--- src/rtl/mem_port_arbiter.sv ---
// Two-requester (fetch/data) single-port memory arbiter with wait timeout.
// Optional fetch starvation guard enabled by defining MEM_ARB_STARVE_GUARD_EN.
module mem_port_arbiter #(
    parameter int ADDR_W       = 32,
    parameter int DATA_W       = 32,
    parameter int MAX_WAIT     = 15,
    parameter int STARVE_LIMIT = 3
) (
    input  logic              clk,
    input  logic              reset,
    input  logic              i_req,
    input  logic [ADDR_W-1:0] i_addr,
    output logic              i_gnt,
    output logic              i_valid,
    output logic [DATA_W-1:0] i_rdata,
    input  logic              d_req,
    input  logic              d_we,
    input  logic [ADDR_W-1:0] d_addr,
    input  logic [DATA_W-1:0] d_wdata,
    output logic              d_gnt,
    output logic              d_valid,
    output logic [DATA_W-1:0] d_rdata,
    output logic              mem_req,
    output logic              mem_we,
    output logic [ADDR_W-1:0] mem_addr,
    output logic [DATA_W-1:0] mem_wdata,
    input  logic [DATA_W-1:0] mem_rdata,
    input  logic              mem_ready,
    output logic              arb_err
);

    generate
        if (MAX_WAIT < 1 || MAX_WAIT > 255 || STARVE_LIMIT < 1 || STARVE_LIMIT > 255) begin : g_bad_param
            $error("mem_port_arbiter: MAX_WAIT must be 1..255, STARVE_LIMIT 1..255");
        end
    endgenerate

    typedef enum logic [1:0] {IDLE, BUSY_I, BUSY_D} state_t;

    localparam logic [7:0] MAX_WAIT8 = 8'(MAX_WAIT);

    state_t     state;
    logic [7:0] wait_cnt;
    logic       fetch_force;
    logic       pick_d;
    logic       pick_i;
    logic       done;
    logic       tmo;

`ifdef MEM_ARB_STARVE_GUARD_EN
    localparam logic [7:0] STARVE8 = 8'(STARVE_LIMIT);
    logic [7:0] starve_cnt;

    assign fetch_force = (starve_cnt >= STARVE8);

    // Counts data grants that bypassed a waiting fetch; any fetch grant or a dropped i_req resets it.
    always_ff @(posedge clk) begin
        if (!reset)
            starve_cnt <= '0;
        else if (!i_req)
            starve_cnt <= '0;
        else if (state == IDLE && pick_i)
            starve_cnt <= '0;
        else if (state == IDLE && pick_d && starve_cnt != 8'hFF)
            starve_cnt <= starve_cnt + 8'd1;
    end
`else
    assign fetch_force = 1'b0;
`endif

    always_comb begin
        pick_d = d_req && !(i_req && fetch_force);
        pick_i = i_req && !pick_d;
        done   = mem_ready;
        tmo    = !mem_ready && (wait_cnt >= MAX_WAIT8);
    end

    always_ff @(posedge clk) begin
        if (!reset) begin
            state     <= IDLE;
            wait_cnt  <= '0;
            i_gnt     <= 1'b0;
            i_valid   <= 1'b0;
            i_rdata   <= '0;
            d_gnt     <= 1'b0;
            d_valid   <= 1'b0;
            d_rdata   <= '0;
            mem_req   <= 1'b0;
            mem_we    <= 1'b0;
            mem_addr  <= '0;
            mem_wdata <= '0;
            arb_err   <= 1'b0;
        end else begin
            i_gnt   <= 1'b0;
            d_gnt   <= 1'b0;
            i_valid <= 1'b0;
            d_valid <= 1'b0;
            arb_err <= 1'b0;
            case (state)
                IDLE: begin
                    if (pick_d) begin
                        state     <= BUSY_D;
                        d_gnt     <= 1'b1;
                        mem_req   <= 1'b1;
                        mem_we    <= d_we;
                        mem_addr  <= d_addr;
                        mem_wdata <= d_wdata;
                        wait_cnt  <= '0;
                    end else if (pick_i) begin
                        state     <= BUSY_I;
                        i_gnt     <= 1'b1;
                        mem_req   <= 1'b1;
                        mem_we    <= 1'b0;
                        mem_addr  <= i_addr;
                        wait_cnt  <= '0;
                    end
                end
                BUSY_I, BUSY_D: begin
                    if (done || tmo) begin
                        state   <= IDLE;
                        mem_req <= 1'b0;
                        mem_we  <= 1'b0;
                        arb_err <= tmo;
                        // Writes and timeouts both return zero data.
                        if (state == BUSY_D) begin
                            d_valid <= 1'b1;
                            d_rdata <= (done && !mem_we) ? mem_rdata : '0;
                        end else begin
                            i_valid <= 1'b1;
                            i_rdata <= done ? mem_rdata : '0;
                        end
                    end else begin
                        wait_cnt <= wait_cnt + 8'd1;
                    end
                end
                default: state <= IDLE;
            endcase
        end
    end

endmodule

--- config.mk ---
export PLATFORM = sky130hd
export DESIGN_NAME = mem_port_arbiter
export DESIGN_NICKNAME = d
export VERILOG_FILES = /design/src/rtl/mem_port_arbiter.sv
export SDC_FILE = /design/constraint.sdc
export NUM_CORES = 1
export LEC_CHECK = 0
export CORE_MARGIN = 2
export CORE_UTILIZATION = 40
export CTS_CLUSTER_SIZE = 24
export DETAILED_ROUTE_END_ITERATION = 8
export PLACE_DENSITY = 0.87
export SLEW_MARGIN = 20
export SYNTH_ARGS = -nofsm -noshare
export SYNTH_HDL_FRONTEND = slang
export SYNTH_SLANG_ARGS = --single-unit
--- constraint.sdc ---
create_clock -name clk -period 2.2 [get_ports clk]
set_input_delay 0.22 -clock clk [delete_from_list [all_inputs] [get_ports clk]]
set_output_delay 0.22 -clock clk [all_outputs]
set_load 0.01 [all_outputs]
==> flow_results.org <==
** Placement
- Routability-driven placement finished with a final weighted congestion of 0.846.
- Cell total after placement :: 924
- After detailed placement, the total cell area comes to 0.00808 mm^2.
- The wire-length estimate of the detail-placed layout is approximately 12,000 um.
- Quantity of I/O buffers inserted on ports :: 268

** Power and ir drop
- Internal power comes to 5490 uW.
- For this design the static power due to leakage is 0.00338 uW.
- The analysis attributes to net switching a power of 1800 uW.
- Share of total power in the clock network :: 41.4%
- Net switching is between 20 and 25% of the power.
- Per report_power, the sequential group accounts for 40.2% of the total.
- PD cells :: 839 mW/mm^2
- Share of power burned in combinational logic :: 18.4%
- Across the VDD grid, the largest voltage drop is 0.558 mV.

** Synthesis
- After Yosys synthesis, full adders, half adders and majority gates account for less than 1% of the synthesized area.
- Complex-gate fraction of the synthesized area :: between 20% and 30%
- Count of yosys warnings during synthesis :: 0
- Syn Inst Count :: 511
- Yosys mapped the design onto 36 distinct sky130hd cell types.
- Total of flip-flops plus latches after synthesis :: 145
- Proportion of synthesized chip area in sequential cells :: a little under three fifths
- In this run the cell area of the synthesized design comes to 0.00520 mm^2.
- Summing the areas of all xor and xnor instances in the mapped netlist gives 0% of the synthesized area.
- After synthesis, the largest family of logic cells by area is compound AO/OA/AOI/OAI gates.
- Mean post-synth cell area :: 10.2 um^2
- Post-Synthesis Net Count :: 648
- Simple-Gate Fraction of Synth Area :: 11.4%
- In the synthesized netlist, mux cells make up ~6.3% of the area.

** STA
- In the final timing run, aggregate negative setup slack is 0 ps.
- Worst relative slew slack :: 63.8%
- Crit share post-route :: 88.7%
- At the pin with the least slew margin, the transition time is between 500 and 600 ps.
- Clock period minus final worst setup slack :: 1950 ps
- Setup violations remaining at the end of the flow were counted as 0.
- RSZ-0062 raised after global routing :: false
- Timing would allow up to 512 MHz.
- Max-slew violations :: 0
- Final hold violations :: 0
- The clock arrives with around 10 ps of skew.

** Run
- Max-cap violations in this run came to 0.

** Clocking
- Number of buffers created by CTS :: 17
- Number of buffers inserted by post-CTS setup repair :: 0
- Hold repair after CTS inserted 0 buffers.
- Clock transition at path regs :: roughly 60 ps
- Root Buffer :: clkbuf_16
- Number of clock sinks seen by CTS :: around 150
- Clock latency reported for the late side of the worst-skew pair :: between 400 and 500 ps
- Resize count post-CTS :: 0
- TritonCTS clock tree :: yes
- Maximum number of buffers from clock root to sink :: 2
- CTS built an H-tree with a depth of 4.

** Finish
- Final-layout fill cell count :: ~930
- Relative to the synthesized area, the layout overhead comes to 67.2%.
- Leaving out fill and tap cells, the most frequent cell in the layout is clkdlybuf4s50_1.
- Nets :: 908
- Multi-input gate area in the final layout :: 0.00212 mm^2
- Across the whole layout, storage elements account for 0.00290 mm^2.
- Final std cell area, no fill :: 0.00870 mm^2
- Share of layout cells above drive strength 1 :: 10.2%
- Final Non-Filler Cells :: 955
- The number of antenna diodes in the final layout is 0.
- Commonest cells after routing, fill and taps aside :: clkdlybuf4s50_1 (267), dfxtp_1 (145), nand2_1 (71)

** Run status
- Result of the run :: completed

** Floorplanning
- 269 I/O pins were placed.
- Core area :: approximately 0.013 mm^2
- The die is 118 um tall.
- The floorplan step defined a die boundary enclosing 0.0139 mm^2.
- The initial utilization of the core area, before any placement, comes to 41.1%.
- The initialized floorplan defines 41 standard-cell rows.
- Die Width :: 118 um

** Worst setup path
- On the worst path, the slowest cell contributes a delay of between 500 and 600 ps.
- Walking the worst path, the cells encountered are or4_4, or3_4, a31oi_4, buf_12, a22o_1.
- Largest fanout on the critical path :: 32
- Measured in cells, the most critical reg-to-reg path has a length of 5.
- Worst path slowest cell :: or4_4
- At the worst endpoint, the required time is 2550 ps.
- The worst setup path is captured at a flop.
- Crit path DAT :: 2300 ps
- Sort of element at the start of the critical path :: flop
- Category of the critical setup timing path :: reg -> reg

** Global route
- Global routing used 22.4% of the available tracks.
- The number of global-route vias before repair came to 4,880.
- The number of antenna violations at the first check in global routing is 0.
- Entering global routing, the biggest net connects 70 pins.
- The total overflow left after global routing is 0.
- The first global-routing pass estimated approximately 25,000 um of wire.

** Detailed routing
- Number of violations reported at the end of detailed-routing iteration 0 :: 444
- DRC errors left :: 0
- Using the TritonRoute via totals, the vias-per-cell ratio works out to 5.15.
- Wires add up to 15,700 um.
- The count of nets left with antenna violations once routing finished came out at 0.
- In the final routed layout, each cell accounts on average for 16.5 um.
- For this block, the via count after detailed routing is 4,920.
- Total iterations of the first detailed-routing run :: 7

** Min path
- The worst hold path passes through 3 cells.
- Class of the worst hold path :: in -> reg
## cell families after synthesis
group,after synthesis
multiplexers,33
adder cells (fa/ha/maj),3
AO/OA/AOI/OAI,147
buffers and inverters,44
AND/OR/NAND/NOR,139
flip-flops,145
## cells in the mapped netlist
cell type  count  area share (%)
inv_1          3            0.22
nand3_1        8            0.77
dfxtp_1      145              56
a211oi_1      33             4.8
buf_6          3            0.65
nand2b_1       1            0.12
o22ai_1        1            0.12
a211o_1        1            0.17
buf_1          8            0.58
ha_1           3            0.72
clkinv_1       1           0.072
a22o_1        35             5.9
nor3_1         5            0.48
o31a_1         1            0.17
clkbuf_1      25             1.8
nand4_1        1            0.12
a32o_1         1            0.19
buf_2          4            0.38
nor2b_1        1            0.12
nor3b_1        3            0.43
a21oi_1       35             3.4
a31oi_4        1            0.41
nor2_1        38             2.7
a311oi_1       2            0.34
o21ai_0        2            0.19
mux2i_1       33             6.3
nand2_1       71             5.1
and2_1         5            0.60
or3_4          1            0.22
or4_4          1            0.22
a22o_2        29             5.6
and3_1         4            0.48
a21o_1         2            0.29
a31oi_1        1            0.12
o221ai_1       1            0.17
o21a_1         2            0.29
## flip-flops by register name, indices dropped and copies added (netlist names)
name and cells:
i_gnt 1, arb_err 1, d_gnt 1, i_valid 1, wait_cnt 8, d_valid 1
mem_wdata 32, i_rdata 32, mem_we 1, state 2, d_rdata 32, mem_req 1
mem_addr 32
## cell type report
cell class	instances	share of cell area (%)
timing repair buffer	281	32.5
clock buffer	19	5.09
tap	172	2.47
multi-input combinational	322	24.3
inverter	4	0.173
sequential	145	33.4
clock inverter	12	2.09
## per-stage QoR
| step | util (%) | total power [uW] | setup WS (ps) | hold slack, ps |
|---|---|---|---|---|
| 2_1_floorplan | - | 3540 | 382 | 299 |
| 3_3_place_gp | 63.7 | 4280 | 331 | 442 |
| 3_5_place_dp | 63.7 | 4330 | 271 | 448 |
| 4_1_cts | 68.7 | 7360 | 244 | 266 |
| 5_1_grt | 68.7 | 7590 | 208 | 289 |
| 6_report | 68.7 | 7300 | 248 | 283 |
## layer usage
metal	global-route usage [%]	part of all wire (%)	up-vias
met2	39.1	51	246
met1	25.0	39	2295
li1	-	-	2360
met3	7.85	8.5	19
met5	0	0	-
met4	8.43	1.8	0
## worst max-delay path: cells and delay by family, from the launching register on
family	cells	cell delay, ps
buffers and inverters	1	210
and+or+nand+nor	2	960
AOI/OAI and AO/OA	2	400
DFF	1	310
## final timing paths
| path | start | to | slack [ps] |
|---|---|---|---|
| max | wait_cnt[7] | d_rdata[7] | 250 |
| min | d_req | i_gnt | 280 |
| min reg2reg | mem_wdata[25] | mem_wdata[25] | 450 |
| max reg2reg | wait_cnt[7] | d_rdata[7] | 250 |
## power groups by stage
stage               logic (uW)  clock network, uW  registers, uW
floorplan                  478                  0           3060
global placement          1310                  0           2970
detailed placement        1350                  0           2980
CTS                       1350               3080           2930
global route              1450               3200           2950
finish                    1350               3020           2930
No activity file was read; power rests on OpenSTA's default activity.
